`src/rtl/cva6_wbuf_pkg.sv`:
```
// Shared types for the write-through store buffer: entry state, entry record and word offset.
package cva6_wbuf_pkg;

  localparam int unsigned WBUF_ADDR_W  = 32;
  localparam int unsigned WBUF_DATA_W  = 32;
  localparam int unsigned WBUF_BE_W    = WBUF_DATA_W / 8;
  localparam int unsigned WBUF_OFF_W   = $clog2(WBUF_BE_W);
  localparam int unsigned WBUF_WADDR_W = WBUF_ADDR_W - WBUF_OFF_W;

  typedef enum logic [1:0] {
    WBUF_FREE,
    WBUF_PEND,
    WBUF_INFL
  } wbuf_state_e;

  typedef struct packed {
    logic [WBUF_WADDR_W-1:0] waddr;
    logic [WBUF_DATA_W-1:0]  data;
    logic [WBUF_BE_W-1:0]    be;
    wbuf_state_e             state;
  } wbuf_entry_t;

  localparam wbuf_entry_t WBUF_ENTRY_RST = '{waddr: '0, data: '0, be: '0, state: WBUF_FREE};

endpackage

```
`src/rtl/cva6_wbuf_match.sv`:
```
// Parallel word-address comparator across all buffer entries; returns one hit bit per entry.
module cva6_wbuf_match #(
  parameter int unsigned DEPTH = 8,
  parameter int unsigned AW    = 30
) (
  input  logic [DEPTH-1:0][AW-1:0] addrs_i,
  input  logic [DEPTH-1:0]         valid_i,
  input  logic [AW-1:0]            addr_i,
  output logic [DEPTH-1:0]         hit_o
);

  always_comb begin
    // NOTE: every always_comb output gets a default first so no path can infer a latch.
    hit_o = '0;
    for (int i = 0; i < DEPTH; i++) begin
      hit_o[i] = valid_i[i] && (addrs_i[i] == addr_i);
    end
  end

endmodule

```
`src/rtl/cva6_wt_store_wbuf.sv`:
```
// In-order store write buffer in front of the write-through dcache port.
// Optional store merging into the youngest pending entry: define CVA6_WBUF_COALESCE_EN.
module cva6_wt_store_wbuf
  import cva6_wbuf_pkg::*;
#(
  parameter int unsigned DEPTH   = 8,
  parameter int unsigned ADDR_W  = WBUF_ADDR_W,
  parameter int unsigned DATA_W  = WBUF_DATA_W,
  parameter int unsigned MAX_OUT = 7
) (
  input  logic                clk_i,
  input  logic                rst_ni,
  input  logic                st_valid_i,
  output logic                st_ready_o,
  input  logic [ADDR_W-1:0]   st_addr_i,
  input  logic [DATA_W-1:0]   st_data_i,
  input  logic [DATA_W/8-1:0] st_be_i,
  output logic                mem_req_o,
  input  logic                mem_gnt_i,
  output logic [ADDR_W-1:0]   mem_addr_o,
  output logic [DATA_W-1:0]   mem_data_o,
  output logic [DATA_W/8-1:0] mem_be_o,
  input  logic                mem_ack_i,
  input  logic [ADDR_W-1:0]   ld_addr_i,
  output logic                ld_hit_o,
  output logic                empty_o
);

  localparam int unsigned BE_W  = DATA_W / 8;
  localparam int unsigned OFF_W = WBUF_OFF_W;
  localparam int unsigned WA_W  = ADDR_W - OFF_W;
  localparam int unsigned PW    = $clog2(DEPTH);
  localparam int unsigned CW    = $clog2(DEPTH + 1);
  localparam int unsigned OW    = $clog2(MAX_OUT + 1);

  wbuf_entry_t entries_q [DEPTH];
  wbuf_entry_t entries_d [DEPTH];
  logic [PW-1:0] wr_ptr_q, wr_ptr_d, iss_ptr_q, iss_ptr_d, ack_ptr_q, ack_ptr_d;
  logic [CW-1:0] cnt_q, cnt_d;
  logic [OW-1:0] out_cnt_q, out_cnt_d;

  logic do_accept, do_alloc, do_merge, do_gnt, do_ack;
  logic [DEPTH-1:0][WA_W-1:0] waddrs;
  logic [DEPTH-1:0]           busy_vec, ld_hits;
  logic                       unused_low_bits;

  // PEND count is cnt - out_cnt; keeping both counters avoids pointer-equality ambiguity.
  assign st_ready_o = (cnt_q != CW'(DEPTH));
  assign mem_req_o  = (cnt_q != CW'(out_cnt_q)) && (out_cnt_q < OW'(MAX_OUT));
  assign mem_addr_o = {entries_q[iss_ptr_q].waddr, {OFF_W{1'b0}}};
  assign mem_data_o = entries_q[iss_ptr_q].data;
  assign mem_be_o   = entries_q[iss_ptr_q].be;
  assign empty_o    = (cnt_q == '0);
  assign ld_hit_o   = |ld_hits;

  assign do_accept = st_valid_i && st_ready_o;
  assign do_gnt    = mem_req_o && mem_gnt_i;
  assign do_ack    = mem_ack_i && (out_cnt_q != '0);
  assign do_alloc  = do_accept && !do_merge;

  assign unused_low_bits = ^{st_addr_i[OFF_W-1:0], ld_addr_i[OFF_W-1:0]};

  always_comb begin
    waddrs   = '0;
    busy_vec = '0;
    for (int i = 0; i < DEPTH; i++) begin
      waddrs[i]   = entries_q[i].waddr;
      busy_vec[i] = (entries_q[i].state != WBUF_FREE);
    end
  end

  cva6_wbuf_match #(.DEPTH(DEPTH), .AW(WA_W)) u_ld_match (
    .addrs_i (waddrs),
    .valid_i (busy_vec),
    .addr_i  (ld_addr_i[ADDR_W-1:OFF_W]),
    .hit_o   (ld_hits)
  );

`ifdef CVA6_WBUF_COALESCE_EN
  logic [PW-1:0]    tail_ptr;
  logic [DEPTH-1:0] pend_vec, st_hits;

  assign tail_ptr = wr_ptr_q - PW'(1);

  always_comb begin
    pend_vec = '0;
    for (int i = 0; i < DEPTH; i++) pend_vec[i] = (entries_q[i].state == WBUF_PEND);
  end

  cva6_wbuf_match #(.DEPTH(DEPTH), .AW(WA_W)) u_st_match (
    .addrs_i (waddrs),
    .valid_i (pend_vec),
    .addr_i  (st_addr_i[ADDR_W-1:OFF_W]),
    .hit_o   (st_hits)
  );

  // The entry on the request port must stay stable until granted, so it never absorbs a merge.
  assign do_merge = do_accept && st_hits[tail_ptr] && !(mem_req_o && (iss_ptr_q == tail_ptr));
`else
  assign do_merge = 1'b0;
`endif

  always_comb begin
    entries_d = entries_q;
    wr_ptr_d  = wr_ptr_q;
    iss_ptr_d = iss_ptr_q;
    ack_ptr_d = ack_ptr_q;
    if (do_ack) begin
      entries_d[ack_ptr_q].state = WBUF_FREE;
      ack_ptr_d = ack_ptr_q + PW'(1);
    end
    if (do_gnt) begin
      entries_d[iss_ptr_q].state = WBUF_INFL;
      iss_ptr_d = iss_ptr_q + PW'(1);
    end
    if (do_alloc) begin
      entries_d[wr_ptr_q] = '{waddr: st_addr_i[ADDR_W-1:OFF_W], data: st_data_i,
                              be: st_be_i, state: WBUF_PEND};
      wr_ptr_d = wr_ptr_q + PW'(1);
    end
`ifdef CVA6_WBUF_COALESCE_EN
    if (do_merge) begin
      for (int b = 0; b < BE_W; b++) begin
        if (st_be_i[b]) entries_d[tail_ptr].data[8*b +: 8] = st_data_i[8*b +: 8];
      end
      entries_d[tail_ptr].be = entries_q[tail_ptr].be | st_be_i;
    end
`endif
    cnt_d     = cnt_q + CW'(do_alloc) - CW'(do_ack);
    out_cnt_d = out_cnt_q + OW'(do_gnt) - OW'(do_ack);
  end

  always_ff @(posedge clk_i or negedge rst_ni) begin
    if (!rst_ni) begin
      // NOTE: entry storage is reset (not just state) because mem_* outputs must read zero out of reset.
      entries_q <= '{default: WBUF_ENTRY_RST};
      wr_ptr_q  <= '0;
      iss_ptr_q <= '0;
      ack_ptr_q <= '0;
      cnt_q     <= '0;
      out_cnt_q <= '0;
    end else begin
      // NOTE: state registers use non-blocking assignments so all updates see pre-edge values.
      entries_q <= entries_d;
      wr_ptr_q  <= wr_ptr_d;
      iss_ptr_q <= iss_ptr_d;
      ack_ptr_q <= ack_ptr_d;
      cnt_q     <= cnt_d;
      out_cnt_q <= out_cnt_d;
    end
  end

  // Warning severity: late acks after a mid-operation reset are expected and harmless.
  spurious_ack_a: assert property (@(posedge clk_i) disable iff (!rst_ni)
                                   !(mem_ack_i && (out_cnt_q == '0)))
    else $warning("cva6_wt_store_wbuf: ack with no store in flight ignored");

endmodule

```
`config.mk`:
```
export PLATFORM = sky130hd
export DESIGN_NAME = cva6_wt_store_wbuf
export DESIGN_NICKNAME = d
export VERILOG_FILES = /design/src/rtl/cva6_wbuf_pkg.sv /design/src/rtl/cva6_wbuf_match.sv /design/src/rtl/cva6_wt_store_wbuf.sv
export SDC_FILE = /design/constraint.sdc
export NUM_CORES = 1
export LEC_CHECK = 0
export CAP_MARGIN = 10
export CORE_MARGIN = 2
export CORE_UTILIZATION = 30
export CTS_BUF_LIST = sky130_fd_sc_hd__clkbuf_2 sky130_fd_sc_hd__clkbuf_4 sky130_fd_sc_hd__clkbuf_8
export CTS_CLUSTER_SIZE = 25
export DETAILED_ROUTE_END_ITERATION = 10
export MAX_ROUTING_LAYER = met4
export PLACE_DENSITY = 0.54
export SLEW_MARGIN = 20
export SYNTH_ARGS = -nofsm -noshare
export SYNTH_HDL_FRONTEND = slang
export SYNTH_SLANG_ARGS = --single-unit
```
`constraint.sdc`:
```
create_clock -name clk_i -period 2.25 [get_ports clk_i]
set_input_delay 0.45 -clock clk_i [delete_from_list [all_inputs] [get_ports clk_i]]
set_output_delay 0.45 -clock clk_i [all_outputs]
set_load 0.05 [all_outputs]
```
# After elaboration in Yosys (flattened, before gate mapping)
# Index checks and enable logic that the tools add are counted.
[classes]
n_reduce_logical = 26
magnitude_cmp = 7
eq_ne = 10
bitwise = 3
n_addsub = 7
mux = 15
[op_table]
columns = ["operator", "n"]
rows = [
  ["544-bit bitwise mux", 3],
  ["544-bit two-way mux", 3],
  ["68-bit demux with 3-bit select", 3],
  ["30-bit == test", 8],
  ["68-bit binary-select mux with 3-bit select", 1],
  ["68-bit two-way mux", 3],
  ["2-bit nonzero test", 8],
  ["1-bit logical AND", 15],
  ["4-bit >= comparator (second input constant)", 3],
  ["4-bit by 1-bit < comparator with 1-bit output (second input constant)", 3],
  ["3-bit inverter with 4-bit output", 3],
  ["3-bit by 1-bit adder with 3-bit output (second input constant)", 3],
  ["8-bit OR reduction", 1],
  ["4-bit by 1-bit adder with 4-bit output", 1],
  ["4-bit logical NOT", 1],
  ["2-bit two-way mux", 2],
  ["4-bit by 3-bit inequality test with 1-bit output", 1],
  ["4-bit inequality test (second input constant)", 1],
  ["4-bit by 1-bit subtractor with 4-bit output", 1],
  ["3-bit by 1-bit adder with 3-bit output", 1],
  ["3-bit < comparator (second input constant)", 1],
  ["3-bit nonzero test", 1],
  ["3-bit by 1-bit subtractor with 3-bit output", 1],
]
[totals]
inputBits = 105
reg_bits = 560
out_inout_bits = 72
wordCells = 105

# Logic depth before layout (Yosys ltp)
[logic_depth]
ltp_word = 11
depth_mapped = 11
ltp_nobuf = 11

# Cells and area by module
# Synthesis repeated with hierarchy kept, for this count alone.
[unflattened]
cells_unflattened = 2111
area_unflattened_um2 = 28317.2
[by_module_without_submodules]
columns = ["mod", "n_inst", "cells_each", "seq_area_each_um2", "area_each_um2"]
rows = [
  ["cva6_wt_store_wbuf", 1, 1761, 14013.4, 25328.0],
  ["cva6_wbuf_match", 1, 350, 0.0, 2989.1],
]

# Worst setup path after synthesis
# Ideal clock, no wire load.
[synth_path]
kind = "register to register"
from = "register cnt_q[2]"
to = "register entries_q[482] in the netlist's numbering"
period_less_slack_ps = 2381
n_path_buf = 3
required_time_ps = 2125
stages_incl_launch_ff = 11
slack_ps = -131
setup_time_ps = 125
t_arrival_ps = 2256
path_cell_list = "dfrtp_1 inv_1 ha_1 or3b_4 nand2_4 or2_4 or3_1 buf_2 buf_6 buf_6 mux2_4"
[synth_between]
elab_cells_between_ends = 8
classes_between = "eq/ne (2); mux (3); reduce/logical (3)"
[synth_lines]
columns = ["item", "line_no", "source"]
rows = [
  ["start, declared", "cva6_wt_store_wbuf.sv:39", "logic [CW-1:0] cnt_q, cnt_d;"],
  ["start signal, assigned", "cva6_wt_store_wbuf.sv:148", "cnt_q <= cnt_d;"],
  ["4-bit inequality test", "cva6_wt_store_wbuf.sv:48", "assign st_ready_o = (cnt_q != CW'(DEPTH));"],
  ["named net st_ready_o", "cva6_wt_store_wbuf.sv:14", "output logic st_ready_o,"],
  ["1-bit logical AND", "cva6_wt_store_wbuf.sv:56", "assign do_accept = st_valid_i && st_ready_o;"],
  ["544-bit two-way mux", "cva6_wt_store_wbuf.sv:116", "if (do_alloc) begin"],
  ["end signal, assigned", "cva6_wt_store_wbuf.sv:144", "entries_q <= entries_d;"],
  ["end, declared", "cva6_wt_store_wbuf.sv:36", "wbuf_entry_t entries_q [DEPTH];"],
]
# The timed path passes the listed nets, and every way through them passes these cells.
# A chain may end at the register's enable or synchronous reset.

# Final worst setup path
[layout_path]
from = "register entries_q[180] in the netlist's numbering"
to = "output port ld_hit_o"
[layout_between]
elab_chain_cells = 3
[layout_rtl]
columns = ["item", "line_no", "source"]
rows = [
  ["30-bit == test", "cva6_wbuf_match.sv:16", "hit_o[i] = valid_i[i] && (addrs_i[i] == addr_i);"],
  ["1-bit logical AND", "cva6_wbuf_match.sv:16", ""],
  ["8-bit OR reduction", "cva6_wt_store_wbuf.sv:54", "assign ld_hit_o = |ld_hits;"],
  ["end, declared", "cva6_wt_store_wbuf.sv:25", "output logic ld_hit_o,"],
]
# No other way between the ends.

==> reports/qor.csv <==
metric;value;unit
run status;finished, violations left;
violated checks;setup timing;
final hold vios;0;
max-capacitance violation count;0;
worst setup path endpoint;ld_hit_o;
Floorplan Core Area;0.0919;mm2
GR Overflow Total;0;
post-route setup slack;-865;ps
initial cell density of the core;30.3;%
global-route wire length before repair;152000;um
violation count after the first detailed-routing iteration;1753;
routed len/inst;27.4;um
Detailed Routing Iterations Pass 1;5;
antenna violations before repair;5;
Area after DPL;0.0337;mm2
endpoint kind of the worst setup timing path;primary output;
fraction of layout cells with a size suffix above 1;50.6;%
Antenna Violating Nets Remaining;0;
largest fanout on the critical path;3;
All-Layer GR Usage;22.4;%
vias in the first global route;22351;
CTS tree;yes;
setup slack, reg-to-reg;-300;ps
tightest hold margin;248;ps
total power density per cell area;1710;mW/mm2
number of nets in the final layout;2983;
weighted congestion reported at the end of routability-driven placement;1.02;
Syn Area/Cell;12.2;um2
Netlist cell types;42;
Relative slew margins;52.3;%
Vias per Instance;5.13;
insertion delay of the later-clocked pin in the worst-skew pair;750;ps
startpoint of the lowest-slack register-to-register path;cnt_q[2]$_DFF_PN0_;
Total Neg Setup Slack;-128130;ps
kind of start point of the critical path;register;
WP data required;1800;ps
H-tree lvl count;3;
count of port buffers added during placement;170;
Leakage Power;0.0187;uW
number of top-level pins;177;
maximum count of clock buffers along a single path;3;
total number of vias;21480;
Arrival @ worst endpoint;2660;ps
DP HPWL;68400;um
wire length reported by the detailed router;115000;um
clock skew after layout;41.6;ps
Clock Pin Slew Worst Setup and Hold Paths;60;ps
cts bufs inserted;103;
Critical R2R Capture;cnt_q[1]$_DFF_PN0_;
setup violation total in the final timing report;588;
RSZ-0062 raised after global routing;true;
area of the mapped netlist;0.0279;mm2
number of core rows;111;
area added between synthesis and finish;48.4;%
fin. max-slew vios;0;
Seq/Total Area, Yosys;50.3;%
die boundary height;309;um
largest net degree at the start of global routing;63;
shortest clock period the worst path allows after layout;3110;ps
number of enable-type register cells in the synthesized netlist;0;
start point of the critical path;entries_q[180]$_DFFE_PN0P_;
placed cells;3849;
maximum vdd drop;1.21;mV
die footprint;0.0954;mm2
depth of the most critical reg-to-reg path;14;
number of warnings issued by yosys;0;
DRC violations left;0;
# clock sinks;560;
Die W;309;um
clk root buf;sky130_fd_sc_hd__clkbuf_8;
number of instances in the synthesized netlist;2283;
most frequently used flop master after synthesis;sky130_fd_sc_hd__dfrtp_1;
ratio of final minimum period to clock period;138;%
type of the tightest min-delay check;in2async;
fin cells;4188;
transition at the pin with the smallest max-transition slack;716;ps
number of synthesized register bits;560;
Post-synth ARST share;100;%
type of the setup path with the least slack;reg2out;
fin area;0.0414;mm2
Peak Freq;321;MHz
## stage by stage
| stage | utilization (%) | worst slack (ps) | total power [uW] |
|---|---|---|---|
| after floorplan | - | -103 | 38300 |
| after global placement | 36.7 | -1020 | 50400 |
| after detailed placement | 36.7 | -980 | 51100 |
| after CTS | 41.3 | -912 | 65900 |
| after global routing | 45.0 | -908 | 73800 |
| final | 45.0 | -865 | 70900 |
## timing repair
item	in CTS	in global routing
endpoints found under the hold margin	46	0
cloned	21	52
gates resized for setup	284	569
setup buffers	48	54
hold buffers	1	0
pin swaps	40	213
endpoints found under the setup margin	141	614
## kinds of logic after synthesis
family | after synthesis | synth area share [%]
adders and majority gates | 14 | 0.682
DFF | 560 | 50.3
buffers and inverters | 163 | 2.52
AOI/OAI and AO/OA | 35 | 0.924
muxes | 530 | 27.0
other | 1 | 0.0134
xor gates and xnor gates | 249 | 7.82
and+or+nand+nor | 731 | 10.8
## flip-flops by register name (all words and copies together), names as in the netlist
name       flops
ack_ptr_q      3
cnt_q          4
entries_q    544
iss_ptr_q      3
out_cnt_q      3
wr_ptr_q       3
## cells in the final DEF, fill, tap and decap left out, types with 5 or more instances in the layout
cell type,count
sky130_fd_sc_hd__a21oi_1,6
sky130_fd_sc_hd__buf_4,221
sky130_fd_sc_hd__nor4_2,6
sky130_fd_sc_hd__clkinvlp_4,5
sky130_fd_sc_hd__clkbuf_4,42
sky130_fd_sc_hd__o2111ai_1,8
sky130_fd_sc_hd__inv_2,9
sky130_fd_sc_hd__dfrtp_1,556
sky130_fd_sc_hd__mux2_2,75
sky130_fd_sc_hd__xnor2_2,16
sky130_fd_sc_hd__nand4_1,51
sky130_fd_sc_hd__buf_12,105
sky130_fd_sc_hd__nand2_4,56
sky130_fd_sc_hd__buf_8,42
sky130_fd_sc_hd__clkdlybuf4s50_1,98
sky130_fd_sc_hd__clkbuf_8,124
sky130_fd_sc_hd__nor4_1,7
sky130_fd_sc_hd__nand2_1,444
sky130_fd_sc_hd__nor2_4,6
sky130_fd_sc_hd__mux4_2,132
sky130_fd_sc_hd__xnor2_1,229
sky130_fd_sc_hd__buf_6,91
sky130_fd_sc_hd__buf_16,22
sky130_fd_sc_hd__mux2_4,323
sky130_fd_sc_hd__ha_4,6
sky130_fd_sc_hd__clkbuf_16,44
sky130_fd_sc_hd__diode_2,6
sky130_fd_sc_hd__nand2_2,115
sky130_fd_sc_hd__nand3b_1,5
sky130_fd_sc_hd__nand3_1,14
sky130_fd_sc_hd__clkinv_2,5
## final cells by class
class	instances	area [um2]
multi-input combinational	1562	15500
inverter	12	50.0
timing repair buffer	625	8130
tap	1243	1560
clock buffer	166	2020
fill	8336	50500
antenna	6	15.0
sequential	560	14000
clock inverter	14	123
## where the power goes
part	internal, uW	total (uW)	switching, uW
registers	15000	19500	4510
logic	21900	41100	19200
clock network	5670	10300	4580
## worst max-delay path, cell delays in order, from the launching register on
cell and delay (ps):
sky130_fd_sc_hd__dfrtp_1 430, sky130_fd_sc_hd__xnor2_2 350, sky130_fd_sc_hd__nand4_1 200, sky130_fd_sc_hd__nor4_4 400, sky130_fd_sc_hd__a22oi_2 140, sky130_fd_sc_hd__nand4_1 230
sky130_fd_sc_hd__buf_12 180
## Yosys cell counts (2+ instances only)
library cell	n	area share [%]
sky130_fd_sc_hd__nand3b_1	5	0.13
sky130_fd_sc_hd__buf_1	24	0.32
sky130_fd_sc_hd__ha_1	12	0.54
sky130_fd_sc_hd__xnor2_1	245	7.7
sky130_fd_sc_hd__buf_4	2	0.054
sky130_fd_sc_hd__a22oi_1	4	0.11
sky130_fd_sc_hd__xor2_1	4	0.13
sky130_fd_sc_hd__o21ai_0	2	0.036
sky130_fd_sc_hd__a31o_2	7	0.22
sky130_fd_sc_hd__nand4b_1	2	0.063
sky130_fd_sc_hd__fa_1	2	0.14
sky130_fd_sc_hd__nor4_1	16	0.36
sky130_fd_sc_hd__nand2b_1	3	0.067
sky130_fd_sc_hd__nand2_1	614	8.3
sky130_fd_sc_hd__buf_2	49	0.88
sky130_fd_sc_hd__nor2_1	10	0.13
sky130_fd_sc_hd__dfrtp_1	560	50
sky130_fd_sc_hd__mux2_4	18	0.97
sky130_fd_sc_hd__or3_1	2	0.045
sky130_fd_sc_hd__nand4_1	51	1.1
sky130_fd_sc_hd__a21oi_1	8	0.14
sky130_fd_sc_hd__nor2b_1	2	0.045
sky130_fd_sc_hd__o31ai_1	2	0.054
sky130_fd_sc_hd__mux4_2	132	11
sky130_fd_sc_hd__mux2_2	380	15
sky130_fd_sc_hd__inv_1	12	0.16
sky130_fd_sc_hd__or2_2	3	0.067
sky130_fd_sc_hd__o2111ai_1	8	0.25
sky130_fd_sc_hd__clkbuf_1	73	0.98
sky130_fd_sc_hd__buf_6	3	0.12
sky130_fd_sc_hd__and3_1	3	0.067
sky130_fd_sc_hd__nand3_1	15	0.27
## routing by layer
layer | wire length, um | track usage, % | part of all wire, %
met5 | 0 | - | 0
met4 | 5920 | 8.57 | 5.2
met3 | 7110 | 3.75 | 6.2
met2 | 55900 | 36.9 | 49
met1 | 45600 | 27.5 | 40
## worst min path at each step
stage	start	to	slack [ps]	cells after the start
after floorplan	rst_ni	ack_ptr_q[0]$_DFFE_PN0N_	150	0
after global placement	entries_q[14]$_DFFE_PN0P_	entries_q[14]$_DFFE_PN0P_	450	2
after detailed placement	rst_ni	entries_q[453]$_DFFE_PN0P_	460	1
after CTS	rst_ni	entries_q[453]$_DFFE_PN0P_	270	2
after global routing	rst_ni	entries_q[453]$_DFFE_PN0P_	290	2
final	rst_ni	entries_q[453]$_DFFE_PN0P_	250	2
Power figures use the tool's default switching activity.
